## src/rtl/dma_arbiter_pkg.sv

```systemverilog
// Shared arbiter FSM encoding, key-memory defaults and the region check
// reused by the key-protection monitors.
package dma_arbiter_pkg;

    typedef enum logic [1:0] {
        IDLE = 2'd0,
        XFER = 2'd1,
        ERR  = 2'd2,
        KILL = 2'd3
    } arb_state_t;

    localparam logic [15:0] KMEM_BASE_DEF     = 16'hFEFE;
    localparam logic [15:0] KMEM_SIZE_DEF     = 16'h001F;
    localparam logic [15:0] RESET_HANDLER_DEF = 16'h0000;
    localparam int          MAX_LOCK_DEF      = 8;

    // Half-open [base, base+size) compared on 17 bits so the top end never wraps.
    function automatic logic in_kmem(input logic [15:0] addr,
                                     input logic [15:0] base,
                                     input logic [15:0] size);
        logic [16:0] a17;
        logic [16:0] lo17;
        logic [16:0] hi17;
        a17  = {1'b0, addr};
        lo17 = {1'b0, base};
        hi17 = lo17 + {1'b0, size};
        return (a17 >= lo17) && (a17 < hi17);
    endfunction

endpackage

```

## src/rtl/dma_rr_pick.sv

```systemverilog
// Two-way round-robin picker: one-hot winner, requester at ptr has priority.
// Latency: combinational.
// Backpressure: none; an empty request vector yields an all-zero winner.
module dma_rr_pick (
    input  logic [1:0] req,
    input  logic       ptr,
    output logic [1:0] win
);

    assign win = (ptr == 1'b0) ? (req[0] ? 2'b01 : (req[1] ? 2'b10 : 2'b00))
                               : (req[1] ? 2'b10 : (req[0] ? 2'b01 : 2'b00));

endmodule

```

## src/rtl/dma_arbiter.sv

```systemverilog
// Two-requester DMA port arbiter with key-memory protection; DMA_ARB_LOCK_EN adds locked bursts.
// Latency: grant and dma_en one cycle after a request in IDLE; done/err registered one cycle later.
// Backpressure: dma_en holds until dma_ready; losers keep requesting and are never dropped.
module dma_arbiter
    import dma_arbiter_pkg::*;
#(
    parameter logic [15:0] KMEM_BASE     = KMEM_BASE_DEF,
    parameter logic [15:0] KMEM_SIZE     = KMEM_SIZE_DEF,
    parameter logic [15:0] RESET_HANDLER = RESET_HANDLER_DEF,
    parameter int          MAX_LOCK      = MAX_LOCK_DEF
) (
    input  logic        mclk,
    input  logic        reset_n,
    input  logic [15:0] pc,
    input  logic        r0_req,
    input  logic [15:0] r0_addr,
    input  logic        r0_we,
    input  logic        r0_lock,
    output logic        r0_gnt,
    output logic        r0_done,
    output logic        r0_err,
    input  logic        r1_req,
    input  logic [15:0] r1_addr,
    input  logic        r1_we,
    input  logic        r1_lock,
    output logic        r1_gnt,
    output logic        r1_done,
    output logic        r1_err,
    output logic        dma_en,
    output logic [15:0] dma_addr,
    output logic        dma_we,
    input  logic        dma_ready,
    output logic        kill
);

`ifdef DMA_ARB_LOCK_EN
    localparam logic LOCK_EN = 1'b1;
`else
    localparam logic LOCK_EN = 1'b0;
`endif

    localparam int             LCW       = (MAX_LOCK > 2) ? $clog2(MAX_LOCK) : 1;
    localparam logic [LCW-1:0] LOCK_LAST = LCW'(MAX_LOCK - 1);

    arb_state_t     state_q, state_d;
    logic           owner_q, owner_d;
    logic           ptr_q, ptr_d;
    logic [15:0]    addr_q, addr_d;
    logic           we_q, we_d;
    logic [1:0]     done_q, done_d;
    logic           kill_q, kill_d;
    logic [LCW-1:0] lock_cnt_q, lock_cnt_d;

    logic [1:0]  req_eff;
    logic [1:0]  win;
    logic        win_idx;
    logic [15:0] win_addr;
    logic        win_we;
    logic        own_req;
    logic        own_lock;
    logic [15:0] own_addr;
    logic        own_we;
    logic        chain;
    logic        kmem_req;

    // A requester whose done is pulsing still holds req this cycle; masking it
    // keeps the same transfer from being granted twice.
    assign req_eff = {r1_req, r0_req} & ~done_q;

    dma_rr_pick u_pick (
        .req (req_eff),
        .ptr (ptr_q),
        .win (win)
    );

    assign win_idx  = win[1];
    assign win_addr = win_idx ? r1_addr : r0_addr;
    assign win_we   = win_idx ? r1_we   : r0_we;

    assign own_req  = owner_q ? r1_req  : r0_req;
    assign own_lock = owner_q ? r1_lock : r0_lock;
    assign own_addr = owner_q ? r1_addr : r0_addr;
    assign own_we   = owner_q ? r1_we   : r0_we;

    assign chain    = LOCK_EN & own_lock & own_req & (lock_cnt_q < LOCK_LAST);
    assign kmem_req = (r0_req && in_kmem(r0_addr, KMEM_BASE, KMEM_SIZE)) ||
                      (r1_req && in_kmem(r1_addr, KMEM_BASE, KMEM_SIZE));

    always_comb begin
        state_d    = state_q;
        owner_d    = owner_q;
        ptr_d      = ptr_q;
        addr_d     = addr_q;
        we_d       = we_q;
        done_d     = 2'b00;
        kill_d     = kill_q;
        lock_cnt_d = lock_cnt_q;
        case (state_q)
            IDLE: begin
                if (win != 2'b00) begin
                    owner_d = win_idx;
                    if (in_kmem(win_addr, KMEM_BASE, KMEM_SIZE)) begin
                        state_d = ERR;
                    end else begin
                        state_d = XFER;
                        addr_d  = win_addr;
                        we_d    = win_we;
                    end
                end
            end
            XFER: begin
                if (dma_ready) begin
                    ptr_d = ~owner_q;
                    if (chain && in_kmem(own_addr, KMEM_BASE, KMEM_SIZE)) begin
                        // The err pulse reports this requester; done is withheld so
                        // the two never coincide.
                        state_d    = ERR;
                        lock_cnt_d = '0;
                    end else if (chain) begin
                        done_d     = owner_q ? 2'b10 : 2'b01;
                        addr_d     = own_addr;
                        we_d       = own_we;
                        lock_cnt_d = lock_cnt_q + 1'b1;
                    end else begin
                        done_d     = owner_q ? 2'b10 : 2'b01;
                        state_d    = IDLE;
                        lock_cnt_d = '0;
                    end
                end
            end
            ERR: begin
                state_d = KILL;
                kill_d  = 1'b1;
            end
            KILL: begin
                if (pc == RESET_HANDLER && !kmem_req) begin
                    state_d = IDLE;
                    kill_d  = 1'b0;
                end
            end
            default: begin
                state_d = KILL;
                kill_d  = 1'b1;
            end
        endcase
    end

    always_ff @(posedge mclk or negedge reset_n) begin
        if (!reset_n) begin
            state_q    <= KILL;
            owner_q    <= 1'b0;
            ptr_q      <= 1'b0;
            addr_q     <= '0;
            we_q       <= 1'b0;
            done_q     <= 2'b00;
            kill_q     <= 1'b1;
            lock_cnt_q <= '0;
        end else begin
            state_q    <= state_d;
            owner_q    <= owner_d;
            ptr_q      <= ptr_d;
            addr_q     <= addr_d;
            we_q       <= we_d;
            done_q     <= done_d;
            kill_q     <= kill_d;
            lock_cnt_q <= lock_cnt_d;
        end
    end

    assign dma_en   = (state_q == XFER);
    assign dma_addr = dma_en ? addr_q : 16'h0000;
    assign dma_we   = dma_en & we_q;
    assign r0_gnt   = dma_en & ~owner_q;
    assign r1_gnt   = dma_en & owner_q;
    assign r0_err   = (state_q == ERR) & ~owner_q;
    assign r1_err   = (state_q == ERR) & owner_q;
    assign r0_done  = done_q[0];
    assign r1_done  = done_q[1];
    assign kill     = kill_q;

endmodule
```

## config.mk

```make
export PLATFORM = sky130hd
export DESIGN_NAME = dma_arbiter
export DESIGN_NICKNAME = d
export VERILOG_FILES = /design/src/rtl/dma_arbiter_pkg.sv /design/src/rtl/dma_rr_pick.sv /design/src/rtl/dma_arbiter.sv
export SDC_FILE = /design/constraint.sdc
export NUM_CORES = 1
export LEC_CHECK = 0
export BUFFER_PORTS_ARGS = -buffer_cell sky130_fd_sc_hd__buf_2
export CAP_MARGIN = 0
export CORE_ASPECT_RATIO = 1.25
export CORE_MARGIN = 5
export CORE_UTILIZATION = 48
export DETAILED_ROUTE_END_ITERATION = 8
export PLACE_DENSITY = 0.95
export SYNTH_ARGS = -nofsm -noshare
export SYNTH_HDL_FRONTEND = slang
export SYNTH_SLANG_ARGS = --single-unit
```

## constraint.sdc

```tcl
create_clock -name mclk -period 4 [get_ports mclk]
set_input_delay 0.6 -clock mclk [delete_from_list [all_inputs] [get_ports mclk]]
set_output_delay 0.6 -clock mclk [all_outputs]
set_load 0.1 [all_outputs]
```

**After elaboration in Yosys (flattened, before gate mapping)**

Index checks and enable logic that the tools add are counted.
W data, S select, Z words.

- Register bits: 24
- Bits of input ports: 57
- Logic and storage cells: 63

- Magnitude comparators: 6
- Eq/ne operators: 6
- Multiplexer cells: 18
- Bitwise gates (word level): 9
- Reductions and logical operators: 17

Operator list:

| kind | count |
|---|---|
| $ge A16 B16 Y1 const B | 3 |
| $lt A16 B16 Y1 const B | 3 |
| $mux W16 | 2 |
| $mux W2 | 11 |
| $logic_not A16 Y1 | 1 |
| $pmux W2 S4 | 1 |
| $logic_and A1 B1 Y1 | 6 |
| $reduce_and A2 Y1 | 3 |
| $reduce_and A3 Y1 | 2 |
| $and A1 B1 Y1 | 5 |
| $eq A2 B2 Y1 const B | 2 |
| $ne A2 B2 Y1 const B | 2 |
| $reduce_bool A2 Y1 | 2 |
| $mux W1 | 3 |
| $and A2 B2 Y2 | 1 |
| $eq A2 B1 Y1 const B | 1 |
| $logic_not A2 Y1 | 1 |
| $ne A2 B1 Y1 const B | 1 |
| $not A1 Y1 | 2 |
| $not A2 Y2 | 1 |
| $pmux W1 S2 | 1 |
| $logic_not A1 Y1 | 1 |
| $logic_or A1 B1 Y1 | 1 |

**Longest topological paths before layout**

Gate-level depths: netlist of the first run.

- Word-level depth: 11
- Gate-level depth with buffers: 6
- Gate-level depth less buffers: 5

**Modules after synthesis**

From an unflattened synthesis of the first run, not the netlist that was laid out.

- Cells, all modules: 153
- Area, all modules: 1582.8 µm²

Modules (own cells, without submodules):

| module | times used | cells each | area an instance (µm²) |
|---|---|---|---|
| dma_arbiter | 1 | 150 | 1564.0 |
| dma_rr_pick | 1 | 3 | 18.8 |

**Least setup slack after synthesis of the first run**

No wires, ideal clock.

- Path kind: register -> output
- Start: register state_q[0]
- End: output port dma_addr[10]
- Data arrival time: 2.634 ns
- Data required time: 3.400 ns
- Slack: 0.766 ns
- Stages on the path, launching flop included: 4
- Path buffers: 1
- Cell sequence: dfstp_2 nor2b_1 clkbuf_1 and2_1

- Cells in the longest elaborated chain, start to end: 2

Ends and longest elaborated chain:

| what | RTL line | RTL |
|---|---|---|
| from (decl) | dma_arbiter.sv:45 | `arb_state_t state_q, state_d;` |
| from (signal assigned) | dma_arbiter.sv:159 | `state_q <= state_d;` |
| $eq A2 B1 Y1 | dma_arbiter.sv:170 | `assign dma_en = (state_q == XFER);` |
| net dma_en | dma_arbiter.sv:29 | `output logic dma_en,` |
| $mux W16 | dma_arbiter.sv:171 | `assign dma_addr = dma_en ? addr_q : 16'h0000;` |
| to (decl) | dma_arbiter.sv:30 | `output logic [15:0] dma_addr,` |

The timed path passes the listed nets, and every way through them passes these cells.

**Worst setup path after layout of the first run**

- Start: register state_q[0]
- End: output port dma_addr[14]

- Cells in the longest elaborated chain, start to end: 2

Ends and longest elaborated chain:

| what | RTL line |
|---|---|
| $eq A2 B1 Y1 | dma_arbiter.sv:170 |
| $mux W16 | dma_arbiter.sv:171 |

Every way passes these cells.

==> out/results.txt, run 1 <==
The run finished with clean final reports. In this run the worst hold path is classified as primary input to asynchronous set/reset pin. In this run the core area contains 23 standard-cell rows. The final worst-path cycle share works out to 0.716. The count of nets left with antenna violations once routing finished came out at 0. In this run the count of I/O pins placed on the die edge is 82. Die outline width: 60.9 µm. The number of diodes added for antenna fixing came out at 0.

Timing would allow up to 349 MHz. Setup repair after global routing left no endpoint under its margin. The cell type with the largest total area after synthesis is sky130_fd_sc_hd__dfrtp_1. Dividing the detail-routed via count by the number of cells gives 5.51. The run gives 2.26 ns as the data arrival time of the worst path. The top cell types in the final layout, fill and taps aside, are sky130_fd_sc_hd__buf_2 (79), sky130_fd_sc_hd__dfrtp_1 (21), sky130_fd_sc_hd__and2_1 (20), sky130_fd_sc_hd__mux2_2 (17), sky130_fd_sc_hd__mux2_4 (10). The share of synthesized area occupied by flip-flops and latches is 0.389, and the mean routed wirelength per cell is 16.7 µm. Compared with the post-synthesis result, the final layout area differs by 31.5%. The iteration count of the initial detailed-routing pass came out at 4.

The floorplan step defined a die boundary enclosing 4490 µm². The tools report the critical path capture point type as an output pin. By area the synthesized netlist is led by sky130_fd_sc_hd__dfrtp_1 (34%), sky130_fd_sc_hd__mux2_2 (12%), sky130_fd_sc_hd__mux2_4 (9.7%).

The logs give 0 for the number of antenna violations at the first check in global routing and 0 for the quantity of gates resized following cts. The run gives 0 as the number of failing hold endpoints at the final stage. Summed over all layers, the routed wires come to 4.30 mm. The minimum clock period after layout came out at 2.86 ns.

The library cell used most frequently in the layout, excluding fill and tap cells, is sky130_fd_sc_hd__buf_2. For the synthesized net count, the log shows 197. The overall via count from detail_route is 1422.

In this run the power density over the cells is 233 nW/µm². The area fraction of the dominant cell type after synthesis was 0.338; the max-cap check violation count was 0. Once placement finished, the instance area stood at 1990 µm². The final setup slack of the worst path is 1.14 ns, and the worst voltage drop across the vdd grid is 0.207 mV.

TritonCTS built the clock tree. The average instance in the mapped netlist occupies 11.1 µm². For the number of filler cells placed in the layout, the log shows 280. Initial core utilization: 0.491. The share of layout cells above drive strength 1 was 0.543. After layout, the design draws a total of 476 µW. The logs give 0.562 for the worst slew slack as a fraction of its limit and 1560 µm² for the netlist area before placement. The run gives 37 as the number of different library cells in the post-synthesis netlist. Routability-driven placement finished with a final weighted congestion of 0.886. Global routing finished with a remaining overflow of 0. The tools report the number of warnings reported in the yosys synthesis log as 0. Walking the worst path, the cells encountered are nor2b_1 > buf_4 > and2_1 > buf_2. The via count of the first global-routing pass was 1486. For the number of clock sinks, the log shows 24. Counting every instance in the synthesized netlist gives 140. The final routed DRC violation total was 0.

The logs give 3170 µm² for the core area and 3.40 ns for the required time of the critical path. TritonCTS created 3 clock buffers. The maximum fanout along the worst path is 12, and the final worst hold slack is 0.302 ns. The global router's overall resource usage is 0.205. The setup clock skew after layout came out at 0.00506 ns. For the number of buffers inserted to repair setup after CTS, the log shows 0. The later pin in the worst-skew pair is clocked with a latency of 0.26 ns.

The worst-margin pin slew came out at 0.656 ns. The logs give 2 for the number of buffers on the longest clock path and 0 for the post-cts hold buffer count. Setup violations remaining at the end of the flow were counted as 0.

The clock-pin slew of the registers on the worst-case setup and hold paths is 0.08 ns, and the layout net count is 279. The root buffer cell chosen for the clock tree is sky130_fd_sc_hd__clkbuf_8. Cell with the largest stage delay on the worst path: sky130_fd_sc_hd__dfstp_2.

The final cell area excluding filler cells is 2040 µm², and the number of levels in the clock H-tree is 1. OpenSTA, run right after detailed placement, puts the worst setup slack at 1.42 ns. Entering global routing, the biggest net connects 25 pins. The number of slew-limit violations in the final report is 0, and the count of input and output buffers is 79. On the worst path, the slowest cell contributes a delay of 0.58 ns. STA classifies the critical path startpoint as a flop. The run gives 1.07 nW as the leakage power figure. After synthesis the netlist holds a flip-flop and latch count of 24. The detailed-placement wirelength estimate was 3.50 mm. Class of the most critical setup path: flop to output pin.

In this run, the number of DRC markers left after iteration 0 of detailed routing was 43. In the final timing run, aggregate negative setup slack is 0 ns. The global-route wire length before repair was 6.84 mm; the vertical extent of the die was 73.6 µm.
per-layer routing:
metal / vias to the layer above / track usage / part of all wire
met2: 45 / 0.365 / 0.55
li1: 677 / - / -
met5: - / 0 / 0
met3: 12 / 0.0369 / 0.048
met1: 688 / 0.235 / 0.38
met4: 0 / 0.0843 / 0.024
state kept, by name (all words and copies together) (netlist names):
| signal | count |
|---|---|
| state_q | 2 |
| kill | 1 |
| addr_q | 16 |
| ptr_q | 1 |
| done_q | 2 |
| owner_q | 1 |
| we_q | 1 |
cells in the mapped netlist:
master                      count
sky130_fd_sc_hd__nand2b_1       3
sky130_fd_sc_hd__mux2_4        10
sky130_fd_sc_hd__o211ai_1       1
sky130_fd_sc_hd__nor3_4         1
sky130_fd_sc_hd__nor2b_1        2
sky130_fd_sc_hd__a211oi_2       1
sky130_fd_sc_hd__a211oi_1       2
sky130_fd_sc_hd__nand2_1        5
sky130_fd_sc_hd__o21ai_1        1
sky130_fd_sc_hd__and2_1        20
sky130_fd_sc_hd__nand3_1        2
sky130_fd_sc_hd__mux2_1         7
sky130_fd_sc_hd__inv_1          5
sky130_fd_sc_hd__nor4b_1        2
sky130_fd_sc_hd__a22oi_1        1
sky130_fd_sc_hd__nor2_1         4
sky130_fd_sc_hd__a21oi_1        5
sky130_fd_sc_hd__buf_1          1
sky130_fd_sc_hd__o21ai_2        1
sky130_fd_sc_hd__a211oi_4       1
sky130_fd_sc_hd__and4b_1        1
sky130_fd_sc_hd__o21ai_0        1
sky130_fd_sc_hd__a21boi_0       1
sky130_fd_sc_hd__and3_1         3
sky130_fd_sc_hd__mux2_2        17
sky130_fd_sc_hd__nand4_1        3
sky130_fd_sc_hd__dfstp_2        3
sky130_fd_sc_hd__a221oi_1       1
sky130_fd_sc_hd__o2111ai_1      1
sky130_fd_sc_hd__o31ai_1        2
sky130_fd_sc_hd__buf_6          1
sky130_fd_sc_hd__and4_1         2
sky130_fd_sc_hd__or4_4          1
sky130_fd_sc_hd__clkbuf_1       2
sky130_fd_sc_hd__o21a_1         1
sky130_fd_sc_hd__nor4_1         4
sky130_fd_sc_hd__dfrtp_1       21
cells by family (layout without fill, tap and decap cells):
family,after synthesis,in the layout,share of synthesized area
buffers and inverters,9,90,0.0265
AOI/OAI and AO/OA,20,20,0.0989
DFF,24,24,0.389
and+or+nand+nor,53,53,0.216
muxes,34,34,0.270
power breakdown:
| group | switching (mW) | internal (mW) | total [mW] |
|---|---|---|---|
| Clock | 0.0752 | 0.0878 | 0.163 |
| Sequential | 0.000890 | 0.243 | 0.244 |
| Combinational | 0.0327 | 0.0356 | 0.0683 |
| Total | 0.109 | 0.367 | 0.476 |
worst max-delay path: cells and delay by family (launching register included):
family / cells / cell delay, ns
buf+inv: 2 / 0.71
simple gates: 2 / 0.70
flops: 1 / 0.58
per-stage QoR:
| step | std cells | utilization |
|---|---|---|
| after floorplan | 140 | - |
| after global placement | 254 | 0.628 |
| after detailed placement | 254 | 0.628 |
| after CTS | 258 | 0.646 |
| after global routing | 258 | 0.646 |
| final | 258 | 0.646 |
worst paths after layout:
check	from	endpoint	slack [ns]	cells after the start
hold / removal	reset_n	addr_q[7]	0.30	1
setup reg to reg	done_q[1]	addr_q[9]	1.76	6
hold reg to reg	addr_q[12]	addr_q[12]	0.48	1
setup / recovery	state_q[0]	dma_addr[14]	1.14	4
min in group mclk	addr_q[12]	addr_q[12]	0.48	1
max in group asynchronous	reset_n	state_q[1]	3.34	1
area by class of cell:
type,count,area [µm²],share of cell area
sequential,24,604,0.296
multi-input combinational,107,910,0.445
tap,37,46.3,0.0226
timing repair buffer,81,410,0.201
clock buffer,4,55.1,0.0269
inverter,5,18.8,0.00918
No activity file was read; power rests on OpenSTA's default activity.
==> run 2, diff against run 1 <==
CORE_UTILIZATION = 41   (was 48)
PLACE_DENSITY = 0.87   (was 0.95)
clock period = 2.3 ns   (was 4 ns; I/O delays follow)
==> run 2 against run 1 <==
Effect of this change:
- power up 68%
- register-to-register slack got worse by 1.3 ns
- sequential cell count stayed put
- largest power group unchanged
- final cell count up 2.3%
==> out/results.txt, run 2 (synthesis results as in run 1) <==
The tools report the number of diodes added for antenna fixing as 0 (unchanged). The register with the most flip-flops in the final layout is addr_q. The placement row count was 25 (+8.7%); the number of nets still failing antenna checks after routing was 0 (unchanged). The total buffers and inverters traversed by the critical path works out to 2 (unchanged).

The via count of the first global-routing pass was 1537 (+3.4%); the number of slew-limit violations in the final report was 0 (unchanged). The library cells used most frequently in the layout, excluding fill and tap cells, are sky130_fd_sc_hd__buf_2 (59), sky130_fd_sc_hd__buf_12 (21), sky130_fd_sc_hd__dfrtp_1 (19), sky130_fd_sc_hd__mux2_2 (17), sky130_fd_sc_hd__and2_1 (11). The layout net count is 282 (+1.1%), and the final standard cell utilization of the core is 0.641 (-0.00450).

The run finished with clean final reports. The signal on the critical path passes through nor2b_1 > buf_4 > and2_1 > buf_12. The tools report the nature of the critical path startpoint as a flop. The tools report the required time of the critical path as 1.96 ns (-1.44 ns).

STA classifies the critical path endpoint as an output pin. For the core area, the log shows 3720 µm² (+18%). Worst voltage drop across the vdd grid: 0.284 mV (+38%). The final weighted congestion in routability-driven placement is 0.832 (-6.1%).

The final worst-path cycle share is 0.876, and the worst slew slack as a fraction of its limit is 0.642 (+0.0802). TritonCTS built the clock tree. The run gives 1.13 nW (+6.2%) as the leakage power figure. The slowest stage of the critical path belongs to the cell sky130_fd_sc_hd__dfstp_2. The share of layout cells above drive strength 1 was 0.594 (+0.0508); the ratio of total power to cell area was 334 nW/µm² (+44%). The tools report the final wirelength as 4.34 mm (+0.81%). Compared with the post-synthesis result, the final layout area differs by 53.5%.

In this run the clock root is driven by a sky130_fd_sc_hd__clkbuf_8. Kind of cell adding the most delay to the critical path: flip-flops. The mean routed wirelength per cell is 16.4 µm (-1.5%), and the minimum clock period after layout is 2.01 ns. The classification of the worst-slack hold path is primary input to asynchronous set/reset pin. The pin count of the biggest net entering global routing is 25 (unchanged).

Flip-flop count of the largest register, all copies and words added: 16 (unchanged). The final routed DRC violation total was 0 (unchanged). The global-route congestion overflow total was 0 (unchanged). The post-layout total power is 798 µW (+68%). Setup repair after global routing left no endpoint under its margin. The run gives 0.174 (-0.0313) as the global router's overall resource usage. The setup clock skew after layout is 0.00226 ns (-0.00280 ns), and the die outline width is 65.1 µm (+6.9%).

The number of antenna violations at the first check in global routing was 0 (unchanged); the initial core utilization was 0.418 (-0.0735). The largest registers in the layout are addr_q (16), done_q (2), state_q (2). Number of failing hold endpoints at the final stage: 0 (unchanged). The detailed-placement wirelength estimate was 3.56 mm (+1.8%); the post-detailed-route via-to-cell ratio was 5.42 (-1.7%).

The run gives 2 (unchanged) as the number of buffers on the longest clock path. The number of filler cells placed in the layout is 292 (+4.3%), and the full die area is 5130 µm² (+14%). The number of levels in the clock H-tree is 1 (unchanged), and the vertical extent of the die is 78.9 µm (+7.1%).

Class of the most critical setup path: flop to output pin. The clock-pin slew of the registers on the worst-case setup and hold paths is 0.08 ns (about the same). The worst-margin pin slew came out at 0.537 ns (-0.119 ns). The overall via count from detail_route is 1430 (+0.56%), and the max-cap check violation count is 0 (unchanged). Number of setup violations in the final report: 0 (unchanged). Count of boundary I/O pins: 82 (unchanged). The tools report the final worst hold slack as 0.0531 ns (-0.249 ns). The run gives 7.08 mm (+3.5%) as the global-route wire length before repair.

The run gives 24 (unchanged) as the number of clock sinks. The largest incremental delay on the critical path was 0.58 ns (about the same); the data arrival time of the worst path was 1.67 ns (-0.59 ns). The clock latency on the worst-skew pair was 0.26 ns (about the same).

The library cell used most frequently in the layout, excluding fill and tap cells, is sky130_fd_sc_hd__buf_2. For the iteration count of the initial detailed-routing pass, the log shows 4 (unchanged). Count of input and output buffers: 79 (unchanged). Quantity of gates resized following cts: 0 (unchanged).

The number of clock buffers inserted by TritonCTS was 3 (unchanged); the number of violations reported at the end of detailed-routing iteration 0 was 35 (-19%). The maximum fanout along the worst path is 14 (+2), and the fmax is 496 MHz.
==> run 2: worst paths after layout <==
kind                             from         end  slack, ns  depth (start not counted)
setup / recovery           state_q[0]      dma_we       0.29                          4
hold / removal                reset_n  addr_q[13]       0.05                          1
setup reg to reg            done_q[0]  addr_q[10]       0.42                          6
hold reg to reg                  we_q        we_q       0.48                          1
max in group asynchronous     reset_n   done_q[1]       1.86                          1
min in group mclk           dma_ready       ptr_q       0.36                          3
==> run 2: worst register-to-register path: stages, from the launching register on <==
cell,delay (ns)
sky130_fd_sc_hd__dfrtp_2,0.40
sky130_fd_sc_hd__nand2b_1,0.18
sky130_fd_sc_hd__a21oi_1,0.27
sky130_fd_sc_hd__nand2_1,0.15
sky130_fd_sc_hd__nor3_4,0.21
sky130_fd_sc_hd__buf_12,0.20
sky130_fd_sc_hd__mux2_1,0.35
==> run 2: area by class of cell <==
class                           count  area, µm²  area share
Tap cell                           40       50.0      0.0210
Timing Repair Buffer               84        746       0.312
Sequential cell                    24        607       0.254
Multi-Input combinational cell    107        921       0.386
Inverter                            5       18.8     0.00786
Clock buffer                        4       45.0      0.0189
==> run 2: what timing repair did <==
action | CTS | global route
setup buffers | 1 | 0
setup endpoints to repair | 17 | 0
hold buffers | 0 | 0
==> run 2: power by group <==
| group | internal, mW | switching [mW] | total [mW] |
|---|---|---|---|
| registers | 0.423 | 0.00158 | 0.425 |
| logic | 0.0641 | 0.0544 | 0.119 |
| clock network | 0.124 | 0.131 | 0.254 |
==> run 2: routing by layer <==
layer	wire length, µm	part of all wire	up-vias	GRT usage
met3	375	0.087	6	0.0509
met4	53	0.012	0	0.0519
met5	0	0	-	0
li1	-	-	685	-
met1	1580	0.36	686	0.188
met2	2330	0.54	53	0.322
==> run 2: through the flow <==
stage	std cells	setup TNS, ns	cell area, µm²	setup slack (ns)
final	264	0	2390	0.285
after global routing	264	0	2390	0.183
after detailed placement	259	-0.408	2320	-0.0608
after global placement	259	0	2320	0.00617
after CTS	264	0	2390	0.268
after floorplan	140	0	1570	0.0282
==> run 3, diff against run 2 <==
CORE_UTILIZATION = 42   (was 41)
CTS_BUF_LIST = sky130_fd_sc_hd__clkbuf_2   (was default)
PLACE_DENSITY = 0.78   (was 0.87)
==> run 3 against run 2 <==
Effect of this change:
- die area decreased by 2.0%
- hold slack improved by 0.21 ns
- clock power increased by 14%
- global-route usage increased by 0.55 points
- power increased by 4.8%
- critical path type unchanged
- sequential power about the same
- final cell count increased by 1.1%
- register-to-register slack improved by 0.06 ns
- combinational power about the same
- count of clock-buffer cells in the layout decreased by 1
- largest power group unchanged
- critical path depth unchanged
- non-clock buffer count increased by 4
==> out/results.txt, run 3 (synthesis results as in run 1) <==
The tools report the number of diodes added for antenna fixing as 0 (unchanged). The classification of the worst-slack hold path was primary input to flop. The largest individual stage delay along the critical path comes from the cell sky130_fd_sc_hd__dfstp_2. The worst reg2reg path endpoint is addr_q[8]. The register with the most flip-flops in the final layout is addr_q. The run gives 470 MHz (-5.3%) as the fmax. The tools report the critical path capture point type as an output pin. The global-route congestion overflow total is 0 (unchanged), and the synthesis-to-layout area growth is 54.7%. The number of clock sinks is 24 (unchanged), and the clock latency on the worst-skew pair is 0.36 ns (+0.10 ns).

The clock-pin slew of the registers on the worst-case setup and hold paths works out to 0.26 ns (+0.18 ns). The tools report the quantity of gates resized following cts as 0 (unchanged). For the overall via count from detail_route, the log shows 1458 (+2.0%). TritonCTS built the clock tree.

The logs give 3 (unchanged) for the number of clock buffers inserted by TritonCTS and 4 (unchanged) for the iteration count of the initial detailed-routing pass. The tools report the portion of total power attributed to combinational logic as 0.144 (-0.005). The final standard cell utilization of the core was 0.679 (+0.0377); the number of nets still failing antenna checks after routing was 0 (unchanged). The switching portion of total power was 0.234 (about the same).

The start of the worst register-to-register path is done_q[0]. The pin count of the biggest net entering global routing is 25 (unchanged), and the die outline width is 64.4 µm (-1.0%). Critical path depth: 4 (unchanged).

The tools report the nature of the critical path startpoint as a flop. Worst voltage drop across the vdd grid: 0.332 mV (+17%). The run gives 38 (+8.6%) as the number of violations reported at the end of detailed-routing iteration 0.

The class of the most critical setup path was flop to output pin. The detailed-placement wirelength estimate was 3.52 mm (-1.1%). Mean routed wirelength per cell: 16.1 µm (-1.8%).

The number of failing hold endpoints at the final stage is 0 (unchanged), and the max-cap check violation count is 0 (unchanged). Full die area: 5030 µm² (-2.0%). The tools report the count of boundary I/O pins as 82 (unchanged). The total internal power was 640 µW (+4.8%); the ratio of total power to cell area was 347 nW/µm² (+3.9%). The share of layout cells above drive strength 1 came out at 0.601 (+0.00713). The number of filler cells placed in the layout came out at 267 (-8.6%). In this run the worst setup path terminates at dma_addr[1]. Worst-case register-to-register setup slack: 0.48 ns (+0.06 ns). The tools report the placement row count as 24 (-4.0%).

The relative contribution of sequential cells to total power came out at 0.510 (-0.022). In the layout the commonest cells are sky130_fd_sc_hd__buf_2 (59), sky130_fd_sc_hd__buf_12 (20), sky130_fd_sc_hd__dfrtp_1 (19), sky130_fd_sc_hd__mux2_2 (17), sky130_fd_sc_hd__and2_1 (11). The largest registers in the layout are addr_q (16), done_q (2), state_q (2). Worst-margin pin slew: 0.545 ns (+0.00831 ns).

The global router's overall resource usage was 0.179 (+0.00550). The cell sitting at the root of the clock tree is a sky130_fd_sc_hd__clkbuf_2. Area of combinational cells with multiple inputs: 921 µm² (unchanged). The minimum clock period after layout was 2.13 ns (+0.114 ns); the clock share of power was 0.346 (+0.027). The logs give 4.31 mm (-0.67%) for the final wirelength and 0.261 ns (+0.208 ns) for the final worst hold slack. Vertical extent of the die: 78.0 µm (-1.0%).

The final worst-path cycle share works out to 0.926 (+0.0495). Via count of the first global-routing pass: 1583 (+3.0%). For the number of setup violations in the final report, the log shows 0 (unchanged). The layout net count was 286 (+1.4%). The number of antenna violations at the first check in global routing is 0 (unchanged), and the final-layout setup total negative slack is 0 ns (unchanged).

Setup repair after global routing left no endpoint under its margin. For the final weighted congestion in routability-driven placement, the log shows 0.787 (-5.4%). The flow ran to the end, and the final reports show no timing, DRC or antenna violations.

The maximum fanout along the worst path is 13 (-1), and the worst slew slack as a fraction of its limit is 0.636 (-0.00554). The core area came out at 3540 µm² (-4.8%). The initial core utilization was 0.439 (+0.0211); the number of buffers on the longest clock path was 2 (unchanged). The run gives 1.78 ns (+0.11 ns) as the data arrival time of the worst path.

The tools report the setup clock skew after layout as 0.0213 ns (+0.0190 ns). The global-route wire length before repair is 7.31 mm (+3.3%), and the flip-flop count of the largest register, all copies and words added is 16 (unchanged). Area of all sequential standard cells: 607 µm² (unchanged). Tracing the worst setup path back leads to its startpoint at state_q[0]. The tools report the net switching component of the power as 196 µW (+4.7%). Most common cell after layout, fill and taps aside: sky130_fd_sc_hd__buf_2.

Number of slew-limit violations in the final report: 0 (unchanged). The length in cells of the worst reg-to-reg path works out to 6 (unchanged). The run gives 0 (unchanged) as the final routed DRC violation total. Broken down by cell family, the worst path's largest delay share belongs to flip-flops. For the required time of the critical path, the log shows 1.96 ns (about the same).

The count of input and output buffers is 79 (unchanged), and the total buffers and inverters traversed by the critical path is 2 (unchanged). The leakage power figure is 1.15 nW (+1.8%), and the number of levels in the clock H-tree is 1 (unchanged). The post-detailed-route via-to-cell ratio came out at 5.46 (+0.81%). The critical path goes through nor2b_1 > buf_4 > and2_1 > buf_12. The largest incremental delay on the critical path is 0.64 ns (+0.06 ns). For the filler-free cell count of the finished design, the log shows 267 (+1.1%). For the cell count after placement, the log shows 260 (+0.39%).
## run 3: worst min path at each step
stage	from	to	slack, ns	cells after the start
finish	dma_ready	ptr_q	0.26	3
floorplan	reset_n	addr_q[0]	0.05	0
CTS	dma_ready	ptr_q	0.26	3
detailed placement	reset_n	addr_q[5]	0.36	1
global route	dma_ready	done_q[0]	0.25	2
global placement	reset_n	addr_q[5]	0.36	1
## run 3: layout make-up
cell class / instances / share of cell area
clock buffers: 3 / 0.00624
multi-input cells: 107 / 0.383
well taps: 39 / 0.0203
repair buffers: 88 / 0.318
inverters: 5 / 0.00780
clock inverters: 1 / 0.0125
flip-flops and latches: 24 / 0.252
## run 3: power groups by stage
| stage | clock [mW] | combinational (mW) | sequential, mW |
|---|---|---|---|
| after floorplan | 0 | 0.0459 | 0.433 |
| after global placement | 0 | 0.116 | 0.433 |
| after detailed placement | 0 | 0.119 | 0.433 |
| after CTS | 0.294 | 0.122 | 0.426 |
| after global routing | 0.313 | 0.133 | 0.427 |
| final | 0.289 | 0.121 | 0.426 |
## run 3: through the flow
stage / power, mW / setup slack (ns) / area, µm²
2_1_floorplan: 0.479 / 0.0282 / 1570
3_3_place_gp: 0.549 / -0.000848 / 2340
3_5_place_dp: 0.552 / -0.0336 / 2340
4_1_cts: 0.842 / 0.162 / 2410
5_1_grt: 0.873 / 0.0462 / 2410
6_report: 0.836 / 0.171 / 2410
## run 3: routing by layer
layer | GRT usage | up-vias | share of wire | wire (µm)
met5 | 0 | - | 0 | 0
li1 | - | 695 | - | -
met4 | 0.0529 | 0 | 0.012 | 52
met3 | 0.0457 | 6 | 0.075 | 325
met1 | 0.213 | 703 | 0.39 | 1670
met2 | 0.317 | 54 | 0.53 | 2260
## run 3: worst register-to-register path: cells and delay by family, from the launching register on
kind | cells | cell delay (ns)
AO/OA/AOI/OAI | 1 | 0.23
buffers and inverters | 1 | 0.24
AND/OR/NAND/NOR | 3 | 0.51
flip-flops | 1 | 0.45
multiplexers | 1 | 0.34
## run 3: what timing repair did
item	4_1_cts	5_1_grt
setup endpoints to repair	9	0
hold buffers	1	0
hold endpoints to repair	21	0
buffers inserted	2	0
